--- src/rtl/add_operand_queue.sv ---
// add_operand_queue: operand-pair FIFO that feeds an external combinational
// AddOp unit and registers its sum into a valid/ready output stage.
// Optional build macro: ADD_OPERAND_QUEUE_BYPASS_EN. When it is defined, an
// empty queue forwards the incoming pair straight to the AddOp unit. The
// result is then registered at the accept edge, giving 1-edge latency.
module add_operand_queue #(
    parameter int OPERAND_WIDTH = 32,
    parameter int DEPTH         = 4
) (
    input  logic                       clk,
    input  logic                       rst_n,
    input  logic                       in_valid,
    output logic                       in_ready,
    input  logic [OPERAND_WIDTH-1:0]   in_lhs,
    input  logic [OPERAND_WIDTH-1:0]   in_rhs,
    output logic [OPERAND_WIDTH-1:0]   op_lhs,
    output logic [OPERAND_WIDTH-1:0]   op_rhs,
    input  logic [OPERAND_WIDTH-1:0]   op_result,
    output logic                       out_valid,
    input  logic                       out_ready,
    output logic [OPERAND_WIDTH-1:0]   out_result,
    output logic [$clog2(DEPTH):0]     count
);

    localparam int AW = $clog2(DEPTH);
    localparam int CW = AW + 1;
    localparam logic [CW-1:0] DEPTH_C = CW'(DEPTH);

    logic [OPERAND_WIDTH-1:0] lhs_mem [DEPTH];
    logic [OPERAND_WIDTH-1:0] rhs_mem [DEPTH];
    logic [AW-1:0]            wr_ptr;
    logic [AW-1:0]            rd_ptr;

    logic has_head;
    logic can_load;
    logic accept;
    logic bypass;
    logic load;
    logic push;
    logic pop;

    // Handshake decode; in_ready depends only on registered occupancy and reset.
    always_comb begin
        has_head = (count != '0);
        can_load = !out_valid || out_ready;
        in_ready = rst_n && (count < DEPTH_C);
        accept   = in_valid && in_ready;
`ifdef ADD_OPERAND_QUEUE_BYPASS_EN
        bypass   = !has_head && accept && can_load;
`else
        bypass   = 1'b0;
`endif
        pop      = has_head && can_load;
        load     = pop || bypass;
        push     = accept && !bypass;
    end

    // Operand selection toward the AddOp unit: head entry, bypassed input, or zero.
    always_comb begin
        op_lhs = '0;
        op_rhs = '0;
        if (has_head) begin
            op_lhs = lhs_mem[rd_ptr];
            op_rhs = rhs_mem[rd_ptr];
        end
`ifdef ADD_OPERAND_QUEUE_BYPASS_EN
        else if (accept) begin
            op_lhs = in_lhs;
            op_rhs = in_rhs;
        end
`endif
    end

    // Queue storage; contents are don't-care until count covers them.
    always_ff @(posedge clk) begin
        if (push) begin
            lhs_mem[wr_ptr] <= in_lhs;
            rhs_mem[wr_ptr] <= in_rhs;
        end
    end

    // Pointers wrap naturally because DEPTH is a power of two.
    always_ff @(posedge clk or negedge rst_n) begin
        if (!rst_n) begin
            wr_ptr <= '0;
            rd_ptr <= '0;
            count  <= '0;
        end else begin
            if (push) wr_ptr <= wr_ptr + 1'b1;
            if (pop)  rd_ptr <= rd_ptr + 1'b1;
            if (push && !pop)
                count <= count + 1'b1;
            else if (pop && !push)
                count <= count - 1'b1;
        end
    end

    // Output register: load a new sum when free or draining, otherwise hold.
    always_ff @(posedge clk or negedge rst_n) begin
        if (!rst_n) begin
            out_valid  <= 1'b0;
            out_result <= '0;
        end else if (load) begin
            out_valid  <= 1'b1;
            out_result <= op_result;
        end else if (out_valid && out_ready) begin
            out_valid  <= 1'b0;
        end
    end

endmodule

--- config.mk ---
export PLATFORM = sky130hd
export DESIGN_NAME = add_operand_queue
export DESIGN_NICKNAME = d
export VERILOG_FILES = /design/src/rtl/add_operand_queue.sv
export SDC_FILE = /design/constraint.sdc
export NUM_CORES = 1
export LEC_CHECK = 0
export BUFFER_PORTS_ARGS = -buffer_cell sky130_fd_sc_hd__buf_2
export CAP_MARGIN = 20
export CORE_ASPECT_RATIO = 1.4
export CORE_UTILIZATION = 55
export CTS_CLUSTER_SIZE = 24
export DETAILED_ROUTE_END_ITERATION = 12
export PLACE_DENSITY = 0.79
export SLEW_MARGIN = 25
export SYNTH_ARGS = -nofsm -noshare
export SYNTH_HDL_FRONTEND = slang
export SYNTH_SLANG_ARGS = --single-unit
--- constraint.sdc ---
create_clock -name clk -period 3.25 [get_ports clk]
set_input_delay 0 -clock clk [delete_from_list [all_inputs] [get_ports clk]]
set_output_delay 0 -clock clk [all_outputs]
set_load 0.02 [all_outputs]
==> flow_summary.yaml, run 1 <==
pwr:
  p_per_area_nw_per_um2: 846
  vdd.ir_drop.worst_mv: 0.740
  power.total_mw: 12.2
  p_leak_nw: 5.30
sta:
  skew_ns: 0.00760
  tns_ns: 0
  hold_violations: 0
  setup_viol: 0
  slew_violations: 0
  min_period_ns: 2.62
  finalCritPeriodShare: 0.806
  finalWorstSetupSlack_ns: 0.629
  fmax_mhz: 382
  rsz0062_at_grt: "no"
  hold_ws_ns: 0.117
  relSlewSlack: 0.340
  worst_pin_slew_ns: 0.989
setup_path:
  crit_end: "op_rhs[21]"
  crit_fanout: 29
  reg2reg_from: "count[2]$_DFFE_PN0P_"
  crit_arrival_ns: 2.62
  path_buf_inv: 2
  path_depth: 4
  cp-startpoint: "rd_ptr[0]$_DFFE_PN0P_"
  cpMaxStageDelayCell: "dfrtp_4"
  critPathKind: "reg -> out"
  r2r_end: "count[2]$_DFFE_PN0P_"
  ff2ff_path_depth: 8
  cp_top_family: "flip-flops"
  max_stage_delay_ns: 0.80
  ff2ff_setup_slack_ns: 0.98
  cp-start-kind: "flip-flop"
  critical_path.cell_chain: "buf_12 -> mux4_2 -> nor2b_1 -> buf_2"
  crit_required_ns: 3.25
  worstSetupEndpointType: "output port"
global_route:
  grt_first_pass_wirelength_mm: 35.0
  grt_use_total: 0.221
  grt_max_degree: 67
  antenna_found_initial: 2
  grt-ovfl-total: 0
  grt_pass1_vias: 6569
logic_synthesis:
  syn_area_sq_um: 11300
  synth_cell_types: 23
  synthFlopType: "edfxtp_1"
  synth.yosys.seq_area_share: 0.768
  syn_avg_cell_area_sq_um: 22.1
  synth_cells: 511
  synth_fp_nets: 617
  synth_edf_count: 256
  ys_ff_latch: 296
  yosysWarnings: 0
  ys_async_sr_fraction: 0.135
layout:
  area_growth_syn_to_layout_pct: 28.0
  final_cell_mix: "256 x edfxtp_1, 200 x buf_2, 99 x dlygate4sd3_1"
  drive_gt1_frac: 0.417
  fin_cells: 1098
  fin_nets: 930
  utilization: 0.724
  stdcell_area_sq_um: 14500
  final_common_cell: "edfxtp_1"
place:
  gp_congestion: 0.715
  dpl_worst_slack_ns: 1.03
  dp.cells: 948
  dpl.hpwl_mm: 13.0
  post_dp_cell_area_sq_um: 12600
  io_buffer_count: 200
run:
  timing.max_cap.violations: 0
floorplan:
  die_w_um: 123
  die_h_um: 172
  ios: 201
  core_sq_um: 20000
  rows: 61
  dieArea_sq_um: 21100
  initial_core_util: 0.566
detailed_routing:
  dr.pass1.iters: 4
  routed_wl_mm: 23.0
  wire_per_inst_um: 20.9
  drt_iter0_markers: 337
  ant_nets: 0
  routed_via_density: 5.46
  drc: 0
  num_vias: 5991
clock_network:
  clk_pin_slew_ns: 0.06
  cts_tree: "done"
  numCtsBuffers: 27
  clk_latency_ns: 0.51
  cts_sinks: 296
  htree_levels: 1
  cts_root_buf: "clkbuf_16"
  clockBufferDepth: 3
status:
  outcome: "completed"
min_path:
  min_path_type: "in -> async"
cells in the mapped netlist (all sizes together) (3+ instances only):
| cell | instances | share of area |
|---|---|---|
| and3 | 4 | 0.0022 |
| ha | 5 | 0.0055 |
| inv | 4 | 0.0013 |
| dfrtp | 40 | 0.089 |
| xor2 | 3 | 0.0023 |
| mux2 | 34 | 0.034 |
| clkbuf | 7 | 0.0024 |
| buf | 18 | 0.013 |
| xnor2 | 3 | 0.0023 |
| nor2b | 66 | 0.037 |
| edfxtp | 256 | 0.68 |
| mux4 | 64 | 0.13 |
area by class of cell:
class                   instances  area [sq um]
flip-flops and latches        296          8700
fillers                      1167          5520
multi-input cells             186          2460
repair buffers                309          2120
clock buffers                  32           694
well taps                     252           315
clock inverters                17           175
inverters                       4          15.0
diodes                          2          5.00
report_power, final:
| group | switching (mW) | total, mW | internal, mW |
|---|---|---|---|
| Sequential | 0.473 | 5.07 | 4.60 |
| Combinational | 2.20 | 4.07 | 1.87 |
| Clock | 1.28 | 3.11 | 1.83 |
how the worst min path moves through the flow:
stage / from / to / slack (ns)
6_report: rst_n / out_result[30]$_DFFE_PN0P_ / 0.12
2_1_floorplan: rst_n / count[0]$_DFFE_PN0P_ / -0.30
3_3_place_gp: rst_n / count[0]$_DFFE_PN0P_ / 0.09
5_1_grt: rst_n / out_result[30]$_DFFE_PN0P_ / 0.16
4_1_cts: rst_n / out_result[4]$_DFFE_PN0P_ / 0.12
3_5_place_dp: rst_n / count[1]$_DFFE_PN0P_ / 0.10
per-layer routing:
metal | wire length [um] | track usage | part of all wire
met2 | 12500 | 0.413 | 0.54
met5 | 0 | 0 | 0
met4 | 400 | 0.0576 | 0.017
met1 | 8690 | 0.261 | 0.38
met3 | 1430 | 0.0371 | 0.062
sequential cells by signal (all words and copies together) (netlist names):
signal / count
count: 3
rd_ptr: 2
out_result: 32
lhs_mem: 128
wr_ptr: 2
rhs_mem: 128
out_valid: 1
worst register-to-register path: cells and delay by family (launching register included):
kind	cells	cell delay, ns
DFF	1	0.43
adders and majority gates	2	0.59
buffers and inverters	1	0.06
and+or+nand+nor	3	0.80
xor gates and xnor gates	2	0.32
kinds of logic (layout without fill, tap and decap cells):
| group | after synthesis | after routing | synth area share |
|---|---|---|---|
| and+or+nand+nor | 76 | 76 | 0.0420 |
| DFF | 296 | 296 | 0.768 |
| other | 0 | 2 | 0 |
| buffers and inverters | 29 | 362 | 0.0165 |
| adders and majority gates | 6 | 6 | 0.00730 |
| xor gates and xnor gates | 6 | 6 | 0.00465 |
| muxes | 98 | 98 | 0.161 |
repair_timing:
item	4_1_cts	5_1_grt
hold buffers	99	0
buffers inserted	0	0
hold endpoints to repair	331	0
gates resized for setup	0	0
No activity file was read; power rests on OpenSTA's default activity.
==> run 2, diff against run 1 <==
Settings changed: ABC_AREA set to 1, CORE_UTILIZATION 55 to 51, PLACE_DENSITY 0.79 to 0.76.
Clock period 3.25 ns to 2.4 ns, I/O delays scaled along.
==> flow_summary.yaml, run 2 <==
status:
  outcome: "completed"
global_route:
  grt_use_total: 0.225
  grt_pass1_vias: 9164
  antenna_found_initial: 1
  grt-ovfl-total: 0
  grt_max_degree: 85
  grt_first_pass_wirelength_mm: 44.9
layout:
  final_common_cell: "nand2_1"
  drive_gt1_frac: 0.210
  area_growth_syn_to_layout_pct: 25.2
  final_cell_mix: "333 x nand2_1, 268 x inv_1, 256 x edfxtp_1"
  multi_input_area_sq_um: 2740
  fillers: 1769
  utilization: 0.650
  fin_nets: 1604
  fin_cells: 1833
  regArea_sq_um: 8690
  top_regs: "lhs_mem x128, rhs_mem x128, out_result x32"
place:
  dpl.hpwl_mm: 16.3
  gp_congestion: 0.775
  dpl_worst_slack_ns: 0.494
  io_buffer_count: 200
  dp.cells: 1687
logic_synthesis:
  yosys-top-cells-count: "334 x nand2_1, 268 x inv_1, 256 x edfxtp_1"
  ys_async_sr_fraction: 0.135
  synthFlopType: "edfxtp_1"
  syn_area_sq_um: 12800
  synth_area_leaders: "edfxtp_1 60%, nand2_1 9.8%, inv_1 7.9%"
  synth_edf_count: 256
  synth.yosys.seq_area_share: 0.680
  yosysTopAreaCell: "edfxtp_1"
  synth.most_common_cell: "nand2_1"
  synth_fp_nets: 1312
  synth_top_area_frac: 0.602
  ys_ff_latch: 296
  synth_cells: 1206
  synth_cell_types: 22
  yosysWarnings: 0
  syn_avg_cell_area_sq_um: 10.6
pwr:
  p_sw_mw: 7.47
  clkPwrFrac: 0.217
  p_per_area_nw_per_um2: 1160
  pwr-share-seq: 0.357
  power.total_mw: 18.6
  vdd.ir_drop.worst_mv: 0.955
  switching_share: 0.402
  p_leak_nw: 7.35
  pwr-share-comb: 0.427
  power.internal_mw: 11.1
setup_path:
  crit_required_ns: 2.40
  ff2ff_path_depth: 10
  critPathKind: "reg -> out"
  max_stage_delay_ns: 0.45
  cp_top_family: "buffers and inverters"
  critical_path.cell_chain: "inv_2 -> nand2_4 -> clkinv_2 -> buf_12 -> a21oi_1 -> buf_2"
  crit_arrival_ns: 2.08
  path_depth: 6
  cpMaxStageDelayCell: "dfrtp_1"
  crit_fanout: 17
  cp-start-kind: "flip-flop"
  worstSetupEndpointType: "output port"
  path_buf_inv: 4
clock_network:
  cts_resized: 0
  numCtsBuffers: 26
  clk_pin_slew_ns: 0.07
  cts_tree: "done"
  htree_levels: 1
  clockBufferDepth: 3
  cts_sinks: 296
  clk_latency_ns: 0.52
  cts_root_buf: "clkbuf_16"
detailed_routing:
  ant_nets: 0
  wire_per_inst_um: 15.5
  routed_via_density: 4.91
  drt_iter0_markers: 553
  num_vias: 8997
  dr.pass1.iters: 5
  routed_wl_mm: 28.5
  drc: 0
run:
  timing.max_cap.violations: 0
sta:
  fmax_mhz: 481
  relSlewSlack: 0.660
  finalCritPeriodShare: 0.866
  hold_violations: 0
  skew_ns: 0.00735
  tns_ns: 0
  finalWorstSetupSlack_ns: 0.323
  slew_violations: 0
  setup_viol: 0
  rsz0062_at_grt: "no"
  min_period_ns: 2.08
  worst_pin_slew_ns: 0.510
floorplan:
  die_w_um: 136
  dieArea_sq_um: 25700
  initial_core_util: 0.519
  rows: 68
  die_h_um: 189
  ios: 201
  core_sq_um: 24600
min_path:
  min_path_type: "in -> async"
==> run 2: cell count changes in the layout (fill, tap and decap cells not counted), sizes merged, moves of 64 or more <==
cell | before | now
a21oi | 0 | 64
inv | 4 | 272
mux4 | 64 | 0
nand2 | 1 | 336
nand3 | 0 | 162
nor2b | 66 | 0
==> run 2: through the flow <==
stage | instance area, sq um | hold slack [ns]
final | 16000 | 0.0905
after global placement | 14200 | 0.108
after floorplan | 12800 | -0.296
after global routing | 16000 | 0.107
after detailed placement | 14200 | 0.110
after CTS | 16000 | 0.0838
==> run 2: routing by layer <==
layer	routed length, um	part of all wire	global-route usage
met1	10800	0.38	0.260
met3	1870	0.065	0.0418
met5	0	0	0
met2	14900	0.52	0.405
met4	941	0.033	0.0877
==> run 2: path summary, 6_finish.rpt <==
path / start / endpoint / slack, ns
min in group clk: out_ready / count[0]$_DFFE_PN0P_ / 0.09
hold / removal: rst_n / out_result[11]$_DFFE_PN0P_ / 0.09
hold reg to reg: out_result[10]$_DFFE_PN0P_ / out_result[10]$_DFFE_PN0P_ / 0.47
setup reg to reg: count[2]$_DFFE_PN0P_ / count[2]$_DFFE_PN0P_ / 0.49
setup / recovery: count[2]$_DFFE_PN0P_ / op_lhs[10] / 0.32
max in group asynchronous: rst_n / rd_ptr[0]$_DFFE_PN0P_ / 1.92
==> run 2: cells by family after synthesis <==
| group | after synthesis | share of synthesized area |
|---|---|---|
| fa+ha+maj | 6 | 0.00647 |
| compound gates | 66 | 0.0376 |
| xor+xnor | 3 | 0.00206 |
| flops | 296 | 0.680 |
| simple gates | 505 | 0.165 |
| buf+inv | 330 | 0.108 |
==> run 2: final cells by class <==
cell class | count | area share
diodes | 1 | 0.000157
clock buffers | 31 | 0.0432
clock inverters | 16 | 0.00853
inverters | 272 | 0.0641
multi-input cells | 580 | 0.172
flip-flops and latches | 296 | 0.544
well taps | 315 | 0.0247
repair buffers | 322 | 0.144
==> run 2: worst register-to-register path: cells and delay by family (launching register included) <==
family / cells / cell delay [ns]
adder cells (fa/ha/maj): 2 / 0.56
buffers and inverters: 2 / 0.21
flip-flops: 1 / 0.45
AND/OR/NAND/NOR: 6 / 0.58
==> run 2: power groups by stage <==
stage | clock, mW | combinational, mW | sequential [mW]
after CTS | 4.11 | 7.95 | 6.62
after global routing | 4.32 | 8.63 | 6.69
after floorplan | 0 | 5.06 | 7.04
after global placement | 0 | 7.68 | 6.69
final | 4.04 | 7.94 | 6.63
after detailed placement | 0 | 7.81 | 6.70
==> run 2: what timing repair did <==
item,in CTS,in global routing
hold endpoints to repair,330,0
hold buffers,98,0
setup buffers,0,0
==> run 3, diff against run 2 <==
Settings changed: BUFFER_PORTS_ARGS -buffer_cell sky130_fd_sc_hd__buf_2 to -buffer_cell sky130_fd_sc_hd__buf_4.
==> flow_summary.yaml, run 3 (same netlist as run 2, synthesis figures left out) <==
detailed_routing:
  wire_per_inst_um: 15.7
  num_vias: 9119
  ant_nets: 0
  routed_wl_mm: 28.8
  dr.pass1.iters: 5
  routed_via_density: 4.98
  drt_iter0_markers: 512
  drc: 0
sta:
  tns_ns: 0
  skew_ns: 0.0110
  fmax_mhz: 454
  rsz0062_at_grt: "no"
  hold_ws_ns: 0.110
  relSlewSlack: 0.605
  setup_viol: 0
  min_period_ns: 2.20
  slew_violations: 0
  hold_violations: 0
  worst_pin_slew_ns: 0.592
  finalCritPeriodShare: 0.917
setup_path:
  ff2ff_path_depth: 10
  cp-startpoint: "count[2]$_DFFE_PN0P_"
  crit_arrival_ns: 2.20
  worstSetupEndpointType: "output port"
  critical_path.cell_chain: "inv_2 -> nand2_4 -> clkinv_2 -> buf_12 -> a21oi_2 -> buf_4"
  r2r_end: "count[2]$_DFFE_PN0P_"
  crit_end: "op_rhs[12]"
  cp-start-kind: "flip-flop"
  reg2reg_from: "count[2]$_DFFE_PN0P_"
  ff2ff_setup_slack_ns: 0.50
  crit_fanout: 21
  max_stage_delay_ns: 0.44
  critPathKind: "reg -> out"
  crit_required_ns: 2.40
  cpMaxStageDelayCell: "dfrtp_1"
place:
  dpl.hpwl_mm: 15.9
  gp_congestion: 0.799
  io_buffer_count: 200
clock_network:
  cts_tree: "done"
  ctsHoldBuffers: 98
  clk_pin_slew_ns: 0.07
  cts_sinks: 296
  cts_root_buf: "clkbuf_16"
  clk_latency_ns: 0.52
  clockBufferDepth: 3
  cts_resized: 0
  post-cts-setup-buffers: 0
  htree_levels: 1
  numCtsBuffers: 26
global_route:
  grt_first_pass_wirelength_mm: 45.6
  global_route.usage.met2: 0.429
  grt_use_met1: 0.252
  grtUsageMet3: 0.0396
  antenna_found_initial: 0
  busiest_layer: "met2"
  grt_pass1_vias: 9335
  grt-ovfl-total: 0
  grt_max_degree: 131
  grt_use_total: 0.229
floorplan:
  ios: 201
  dieArea_sq_um: 25700
  die_w_um: 136
  rows: 68
  die_h_um: 189
  initial_core_util: 0.519
  core_sq_um: 24600
min_path:
  min_path_type: "in -> reg"
  holdPathStages: 6
layout:
  final_common_cell: "nand2_1"
  fin_nets: 1603
  area_growth_syn_to_layout_pct: 28.9
  final_cell_mix: "333 x nand2_1, 268 x inv_1, 256 x edfxtp_1"
  top_regs: "lhs_mem x128, rhs_mem x128, out_result x32"
  drive_gt1_frac: 0.207
  diodes: 0
  utilization: 0.669
status:
  outcome: "completed"
pwr:
  p_leak_nw: 7.49
  vdd.ir_drop.worst_mv: 0.749
  power.total_mw: 19.3
  p_per_area_nw_per_um2: 1170
run:
  timing.max_cap.violations: 0
run 3: final cells by class:
type | count | area (sq um)
timing repair buffer | 321 | 2810
sequential | 296 | 8690
clock buffer | 39 | 751
inverter | 272 | 1020
fill | 1703 | 8130
multi-input combinational | 580 | 2740
clock inverter | 9 | 46.3
tap | 315 | 394
run 3: worst min path at each step:
stage,startpoint,end,slack (ns)
2_1_floorplan,rst_n,count[0]$_DFFE_PN0P_,-0.30
3_3_place_gp,rst_n,count[2]$_DFFE_PN0P_,0.10
3_5_place_dp,rst_n,count[2]$_DFFE_PN0P_,0.10
4_1_cts,rst_n,count[2]$_DFFE_PN0P_,0.09
5_1_grt,rst_n,out_result[7]$_DFFE_PN0P_,0.14
6_report,out_ready,count[0]$_DFFE_PN0P_,0.11
run 3: critical path: cells and delay by family, from the launching register on:
family | cells | cell delay [ns]
simple gates | 1 | 0.09
flops | 1 | 0.44
compound gates | 1 | 0.14
buf+inv | 4 | 1.00
run 3: metal layers:
metal	wire length, um	up-vias	part of all wire
met3	1770	69	0.061
met2	15500	299	0.54
met1	10500	4358	0.37
met5	0	-	0
met4	1020	0	0.035
li1	-	4393	-
run 3: stage by stage:
step | cell area (sq um) | worst slack (ns) | std cells
2_1_floorplan | 12800 | 0.0797 | 1206
3_3_place_gp | 14700 | 0.551 | 1686
3_5_place_dp | 14700 | 0.498 | 1686
4_1_cts | 16500 | 0.150 | 1832
5_1_grt | 16500 | 0.0387 | 1832
6_report | 16500 | 0.200 | 1832
run 3: report_power, final:
group	internal, mW	total (mW)	switching (mW)
logic	3.27	8.77	5.50
registers	6.32	6.64	0.325
clock network	2.16	3.89	1.73
